--- config.mk ---
export PLATFORM = sky130hd
export DESIGN_NAME = traffic_light_ctrl_timed_flat
export DESIGN_NICKNAME = d
export VERILOG_FILES = /design/src/rtl/traffic_light_ctrl_timed_if.sv /design/src/rtl/traffic_light_ctrl_timed.sv /design/src/flat_wrapper.sv
export SDC_FILE = /design/constraint.sdc
export NUM_CORES = 1
export LEC_CHECK = 0
export CAP_MARGIN = 5
export CORE_UTILIZATION = 40
export CTS_CLUSTER_DIAMETER = 120
export DETAILED_ROUTE_END_ITERATION = 6
export PLACE_DENSITY = 0.65
export SYNTH_ARGS = -nofsm -noshare
export SYNTH_HDL_FRONTEND = slang
export SYNTH_SLANG_ARGS = --single-unit
--- constraint.sdc ---
create_clock -name clk -period 3.7 [get_ports clk]
set_input_delay 0.555 -clock clk [delete_from_list [all_inputs] [get_ports clk]]
set_output_delay 0.555 -clock clk [all_outputs]
set_load 0.01 [all_outputs]
--- src/rtl/traffic_light_ctrl_timed_if.sv ---
// Signal bundle between the timed traffic light controller and whatever drives and
// observes it: the two request inputs, the six lamps and the debug/status outputs.
interface traffic_light_ctrl_timed_if;
  // There is no valid/ready handshake: button and night_mode are levels sampled
  // every cycle; a button pulse is remembered in req_pending until it is served.
  logic       button;
  logic       night_mode;
  logic       main_red;
  logic       main_yellow;
  logic       main_green;
  logic       side_red;
  logic       side_yellow;
  logic       side_green;
  logic [2:0] phase;
  logic       req_pending;

  modport master (
    output button, night_mode,
    input  main_red, main_yellow, main_green,
    input  side_red, side_yellow, side_green,
    input  phase, req_pending
  );

  modport slave (
    input  button, night_mode,
    output main_red, main_yellow, main_green,
    output side_red, side_yellow, side_green,
    output phase, req_pending
  );
endinterface

--- src/rtl/traffic_light_ctrl_timed.sv ---
// Main/side-road intersection controller with all-red clearance, per-phase timers,
// an optional automatic side phase and a night flashing mode. Moore outputs only.
module traffic_light_ctrl_timed #(
    parameter int CNT_W       = 8,
    parameter int MIN_GREEN   = 8,
    parameter int SIDE_GREEN  = 5,
    parameter int YELLOW      = 3,
    parameter int ALL_RED     = 1,
    parameter int FLASH_TICKS = 4,
    parameter int AUTO_CYCLE  = 0
) (
    input  logic                        clk,
    input  logic                        rst,
    traffic_light_ctrl_timed_if.slave   bus
);

    typedef enum logic [2:0] {
        MAIN_G = 3'd0,
        MAIN_Y = 3'd1,
        ALL_R1 = 3'd2,
        SIDE_G = 3'd3,
        SIDE_Y = 3'd4,
        ALL_R2 = 3'd5,
        FLASH  = 3'd6
    } state_t;

    // Timer reload values: a state of duration D counts D-1 down to 0.
    localparam logic [CNT_W-1:0] LD_MIN_GREEN  = CNT_W'(MIN_GREEN - 1);
    localparam logic [CNT_W-1:0] LD_SIDE_GREEN = CNT_W'(SIDE_GREEN - 1);
    localparam logic [CNT_W-1:0] LD_YELLOW     = CNT_W'(YELLOW - 1);
    localparam logic [CNT_W-1:0] LD_ALL_RED    = CNT_W'(ALL_RED - 1);
    localparam logic [CNT_W-1:0] LD_FLASH      = CNT_W'(FLASH_TICKS - 1);
    localparam logic             AUTO_EN       = (AUTO_CYCLE != 0);

    state_t           state_q, state_d;
    logic [CNT_W-1:0] timer_q, timer_d;
    logic             req_q, req_d;
    logic             flash_q, flash_d;
    logic             timer_done;

    assign timer_done = (timer_q == '0);

    always_ff @(posedge clk) begin
        if (rst) begin
            state_q <= MAIN_G;
            timer_q <= LD_MIN_GREEN;
            req_q   <= 1'b0;
            flash_q <= 1'b0;
        end else begin
            state_q <= state_d;
            timer_q <= timer_d;
            req_q   <= req_d;
            flash_q <= flash_d;
        end
    end

    always_comb begin
        state_d = state_q;
        timer_d = timer_done ? timer_q : (timer_q - CNT_W'(1));
        flash_d = flash_q;
        case (state_q)
            MAIN_G: begin
                if (timer_done && (bus.night_mode || req_q || AUTO_EN)) begin
                    state_d = MAIN_Y;
                    timer_d = LD_YELLOW;
                end
            end
            MAIN_Y: begin
                if (timer_done) begin
                    state_d = ALL_R1;
                    timer_d = LD_ALL_RED;
                end
            end
            ALL_R1, ALL_R2: begin
                if (timer_done) begin
                    if (bus.night_mode) begin
                        state_d = FLASH;
                        timer_d = LD_FLASH;
                        flash_d = 1'b1;
                    end else if (state_q == ALL_R1) begin
                        state_d = SIDE_G;
                        timer_d = LD_SIDE_GREEN;
                    end else begin
                        state_d = MAIN_G;
                        timer_d = LD_MIN_GREEN;
                    end
                end
            end
            SIDE_G: begin
                if (timer_done) begin
                    state_d = SIDE_Y;
                    timer_d = LD_YELLOW;
                end
            end
            SIDE_Y: begin
                if (timer_done) begin
                    state_d = ALL_R2;
                    timer_d = LD_ALL_RED;
                end
            end
            FLASH: begin
                // Leaving night mode always passes through a full clearance first.
                if (timer_done) begin
                    if (!bus.night_mode) begin
                        state_d = ALL_R2;
                        timer_d = LD_ALL_RED;
                        flash_d = 1'b0;
                    end else begin
                        flash_d = !flash_q;
                        timer_d = LD_FLASH;
                    end
                end
            end
            default: begin
                state_d = MAIN_G;
                timer_d = LD_MIN_GREEN;
                flash_d = 1'b0;
            end
        endcase

        // Clears take priority over a button seen in the same cycle.
        req_d = req_q;
        if (state_d == FLASH && state_q != FLASH) begin
            req_d = 1'b0;
        end else if (state_q == ALL_R1 && state_d == SIDE_G) begin
            req_d = 1'b0;
        end else if (bus.button && state_q != SIDE_G && state_q != FLASH) begin
            req_d = 1'b1;
        end
    end

    always_comb begin
        bus.main_red    = 1'b0;
        bus.main_yellow = 1'b0;
        bus.main_green  = 1'b0;
        bus.side_red    = 1'b0;
        bus.side_yellow = 1'b0;
        bus.side_green  = 1'b0;
        case (state_q)
            MAIN_G: begin
                bus.main_green = 1'b1;
                bus.side_red   = 1'b1;
            end
            MAIN_Y: begin
                bus.main_yellow = 1'b1;
                bus.side_red    = 1'b1;
            end
            SIDE_G: begin
                bus.main_red   = 1'b1;
                bus.side_green = 1'b1;
            end
            SIDE_Y: begin
                bus.main_red    = 1'b1;
                bus.side_yellow = 1'b1;
            end
            FLASH: begin
                bus.main_yellow = flash_q;
                bus.side_red    = flash_q;
            end
            default: begin
                bus.main_red = 1'b1;
                bus.side_red = 1'b1;
            end
        endcase
    end

    assign bus.phase       = state_q;
    assign bus.req_pending = req_q;

endmodule

--- src/flat_wrapper.sv ---
// flat-port wrapper written by rule: the top's interface ports become plain ports
module traffic_light_ctrl_timed_flat 
#(
    parameter int CNT_W       = 8,
    parameter int MIN_GREEN   = 8,
    parameter int SIDE_GREEN  = 5,
    parameter int YELLOW      = 3,
    parameter int ALL_RED     = 1,
    parameter int FLASH_TICKS = 4,
    parameter int AUTO_CYCLE  = 0
)
  (clk, rst, bus_button, bus_night_mode, bus_main_red, bus_main_yellow, bus_main_green, bus_side_red, bus_side_yellow, bus_side_green, bus_phase, bus_req_pending);
  traffic_light_ctrl_timed_if bus_i ();
  input  logic clk;
  input  logic rst;
  input wire logic [$bits(bus_i.button)-1:0] bus_button;
  input wire logic [$bits(bus_i.night_mode)-1:0] bus_night_mode;
  output wire logic [$bits(bus_i.main_red)-1:0] bus_main_red;
  output wire logic [$bits(bus_i.main_yellow)-1:0] bus_main_yellow;
  output wire logic [$bits(bus_i.main_green)-1:0] bus_main_green;
  output wire logic [$bits(bus_i.side_red)-1:0] bus_side_red;
  output wire logic [$bits(bus_i.side_yellow)-1:0] bus_side_yellow;
  output wire logic [$bits(bus_i.side_green)-1:0] bus_side_green;
  output wire logic [$bits(bus_i.phase)-1:0] bus_phase;
  output wire logic [$bits(bus_i.req_pending)-1:0] bus_req_pending;
  assign bus_i.button = bus_button;
  assign bus_i.night_mode = bus_night_mode;
  assign bus_main_red = bus_i.main_red;
  assign bus_main_yellow = bus_i.main_yellow;
  assign bus_main_green = bus_i.main_green;
  assign bus_side_red = bus_i.side_red;
  assign bus_side_yellow = bus_i.side_yellow;
  assign bus_side_green = bus_i.side_green;
  assign bus_phase = bus_i.phase;
  assign bus_req_pending = bus_i.req_pending;
  traffic_light_ctrl_timed #(.CNT_W(CNT_W), .MIN_GREEN(MIN_GREEN), .SIDE_GREEN(SIDE_GREEN), .YELLOW(YELLOW), .ALL_RED(ALL_RED), .FLASH_TICKS(FLASH_TICKS), .AUTO_CYCLE(AUTO_CYCLE)) u_core (.clk(clk), .rst(rst), .bus(bus_i));
endmodule
==> summary.md <==
| Metric | Value |
|---|---|
| Routed vias/inst | `5.72` |
| GP Congestion | `0.814` |
| Internal Power | `0.000209 W` |
| Bufs and invs on worst path | `1` |
| IO Count | `14` |
| Outcome | `finished clean` |
| Setup-violating endpoint count in the final report | `0` |
| CTS Buffer Depth | `2` |
| CP startpoint | `u_core.bus.phase[1]$_SDFF_PP0_` |
| CP delay by family, top | `flip-flops` |
| CP endpoint kind | `output pin` |
| Peak supply drop | `0.000151 V` |
| Worst Hold Class | `register to register` |
| Area leader, netlist | `dfxtp_1` |
| Worst Setup Start Kind | `register` |
| Routed WL | `1900 um` |
| Fin. Hold Viols | `0` |
| Sw Pwr | `0.0000850 W` |
| Area Overhead vs Synth | `18.7%` |
| Total GRT Usage | `19.1%` |
| Final Cycle Share | `72.0%` |
| Max H-tree Level | `1` |
| Post-synth ARST share | `0%` |
| Largest net degree at the start of global routing | `26` |
| RSZ-0062 raised after global routing | `false` |
| Maximum capacitance violations | `0` |
| Syn nets | `114` |
| Critical Path Max Stage Delay | `0.84 ns` |
| Wire per inst | `13.1 um` |
| Later-pin clock latency in the skew report | `0.30 ns` |
| Vias | `829` |
| Setup TNS | `0 ns` |
| Design Power | `0.000294 W` |
| DPL Wire Length | `1340 um` |
| Worst slew pin tran | `0.774 ns` |
| Max-slew violation count | `0` |
| DRT iter0 DRCs | `27` |
| Post-Synthesis Cells | `108` |
| YS warnings | `0` |
| CTS resizes | `0` |
| Grt total ovfl | `0` |
| Fraction of layout cells with a size suffix above 1 | `9.32%` |
| Minimum clock period | `2.66 ns` |
| Area share of the largest cell type after synthesis | `31.0%` |
| Worst EP arrival | `2.11 ns` |
| Die H | `47.8 um` |
| Area of the mapped netlist | `838 um^2` |
| Initial core utilization | `42.7%` |
| Cells along the critical path | `nor2b_1 -> a32o_1 -> clkdlybuf4s50_1` |
| DR pass1 iterations | `4` |
| Antenna Cells | `0` |
| Clock Sinks | `13` |
| List of most frequent post-synthesis cells | `dfxtp_1 (13), nor2_1 (13), a21oi_1 (11)` |
| Routed Antenna Nets | `0` |
| Synth Flop Type | `dfxtp_1` |
| Root Buffer | `clkbuf_4` |
| Slew HR | `48.3%` |
| Core area | `1960 um^2` |
| Main area contributors after synthesis | `dfxtp_1 (31%), a21oi_1 (6.6%), nor2_1 (5.8%)` |
| Seq/Total Area, Yosys | `31.0%` |
| CTS tree | `done` |
| DRC viols | `0` |
| Seq pwr share | `52.6%` |
| Post-synth EDFFs | `0` |
| LEAKAGE | `0.340 nW` |
| Clock power share | `32.3%` |
| Die area | `2280 um^2` |
| Achievable frequency | `375 MHz` |
| Slowest CP cell | `dfxtp_1` |
| Origin of the critical flop-to-flop path | `u_core.timer_q[0]$_SDFF_PP1_` |
| Rows | `16` |
| Synthesized flop and latch total | `13` |
| Syn Area/Cell | `7.76 um^2` |
| PwrDens | `296 nW/um^2` |
| Sw Share | `28.9%` |
| Post-CTS setup buffer count | `0` |
| Slack of the worst reg-to-reg path | `1.31 ns` |
| Worst-path clk slew | `0.09 ns` |
| Worst Setup Path Type | `register to output pin` |
| CP Max Fanout | `25` |
| Worst path required time | `3.14 ns` |
| Fin nets | `125` |
| Cts hold-fix bufs | `0` |
| Min-delay src | `u_core.timer_q[6]$_SDFF_PP0_` |
| Synth unique cells | `38` |
| Vias in the first global route | `704` |
| Antenna violations before repair | `0` |
| First-pass GRT wire length | `2990 um` |
| Die W | `47.8 um` |
| Clock Skews | `0.0134 ns` |
| Clock buffer count from CTS | `3` |
| PortBufs | `13` |
| Combinational share of power | `15.2%` |
## sequential cells by signal (all words and copies together) (netlist names)
register and cells:
u_core.flash_q 1, u_core.bus.phase 3, u_core.bus.req_pending 1, u_core.timer_q 8
## stage by stage
stage          cells  utilization (%)  instance area [um^2]  hold slack (ns)  setup slack, ns
6_report         145             50.7                   995            0.493             1.04
2_1_floorplan    108                -                   838            0.457             1.59
3_3_place_gp     141             49.4                   968            0.480             1.36
5_1_grt          145             50.7                   995            0.540            0.893
3_5_place_dp     141             49.4                   968            0.484             1.34
4_1_cts          145             50.7                   995            0.496             1.05
## worst paths after layout
path | endpoint | depth (start not counted)
worst max-delay path | bus_main_yellow | 3
worst min-delay path | u_core.timer_q[6]$_SDFF_PP0_ | 2
worst max register to register | u_core.timer_q[0]$_SDFF_PP1_ | 9
worst min register to register | u_core.timer_q[6]$_SDFF_PP0_ | 2
## layer usage
metal | track usage [%] | share of wire [%] | wire [um] | vias to the layer above
met1 | 27.2 | 50 | 956 | 384
met3 | 4.53 | 4.2 | 79 | 5
met5 | 0 | 0 | 0 | -
li1 | - | - | - | 418
met2 | 26.5 | 43 | 821 | 22
met4 | 9.44 | 2.2 | 42 | 0
## worst reg2reg max path, stage by stage, from the launching register on
cell and delay [ns]:
dfxtp_1 0.35, inv_1 0.11, ha_1 0.27, nor3b_1 0.36, and2_4 0.23, inv_2 0.10
ha_1 0.35, o41ai_1 0.29, o22ai_1 0.14, o21ai_1 0.14
## layout by cell type, fill, tap and decap left out, drive strengths merged
cell type       n
nor4            1
nand2          10
o21ai           6
nor3b           1
and2            1
a31oi           3
nand2b          1
o41ai           1
o311a           1
xor2            3
or4             2
a21oi          11
inv             5
nand4b          1
a32o            1
a31o            1
nor3            3
o21a            1
nand3           5
clkdlybuf4s50  13
dfxtp          13
o21ba           1
o31ai           1
xnor2           1
a211oi          3
o221a           1
ha              2
a2111oi         2
clkbuf          4
nor2b           1
a21boi          1
nor2           13
or3             1
o22ai           2
o32ai           1
## power groups by stage
| stage | Combinational (W) | Sequential (W) | Clock (W) |
|---|---|---|---|
| 2_1_floorplan | 0.0000307 | 0.000155 | 0 |
| 3_3_place_gp | 0.0000439 | 0.000157 | 0 |
| 3_5_place_dp | 0.0000441 | 0.000157 | 0 |
| 4_1_cts | 0.0000444 | 0.000154 | 0.0000958 |
| 5_1_grt | 0.0000500 | 0.000155 | 0.000104 |
| 6_report | 0.0000446 | 0.000155 | 0.0000949 |
## cell families after synthesis
| group | count (synthesis) | synth area share (%) |
|---|---|---|
| simple gates | 40 | 24.6 |
| compound gates | 37 | 30.9 |
| xor+xnor | 4 | 4.18 |
| buf+inv | 12 | 6.27 |
| flops | 13 | 31.0 |
| fa+ha+maj | 2 | 2.98 |
## final cells by class
type | instances | area [um^2]
Sequential cell | 13 | 260
Tap cell | 27 | 33.8
Inverter | 5 | 18.8
Multi-Input combinational cell | 83 | 526
Timing Repair Buffer | 13 | 130
Clock buffer | 4 | 26.3
Fill cell | 202 | 967
Power figures use the tool's default switching activity.
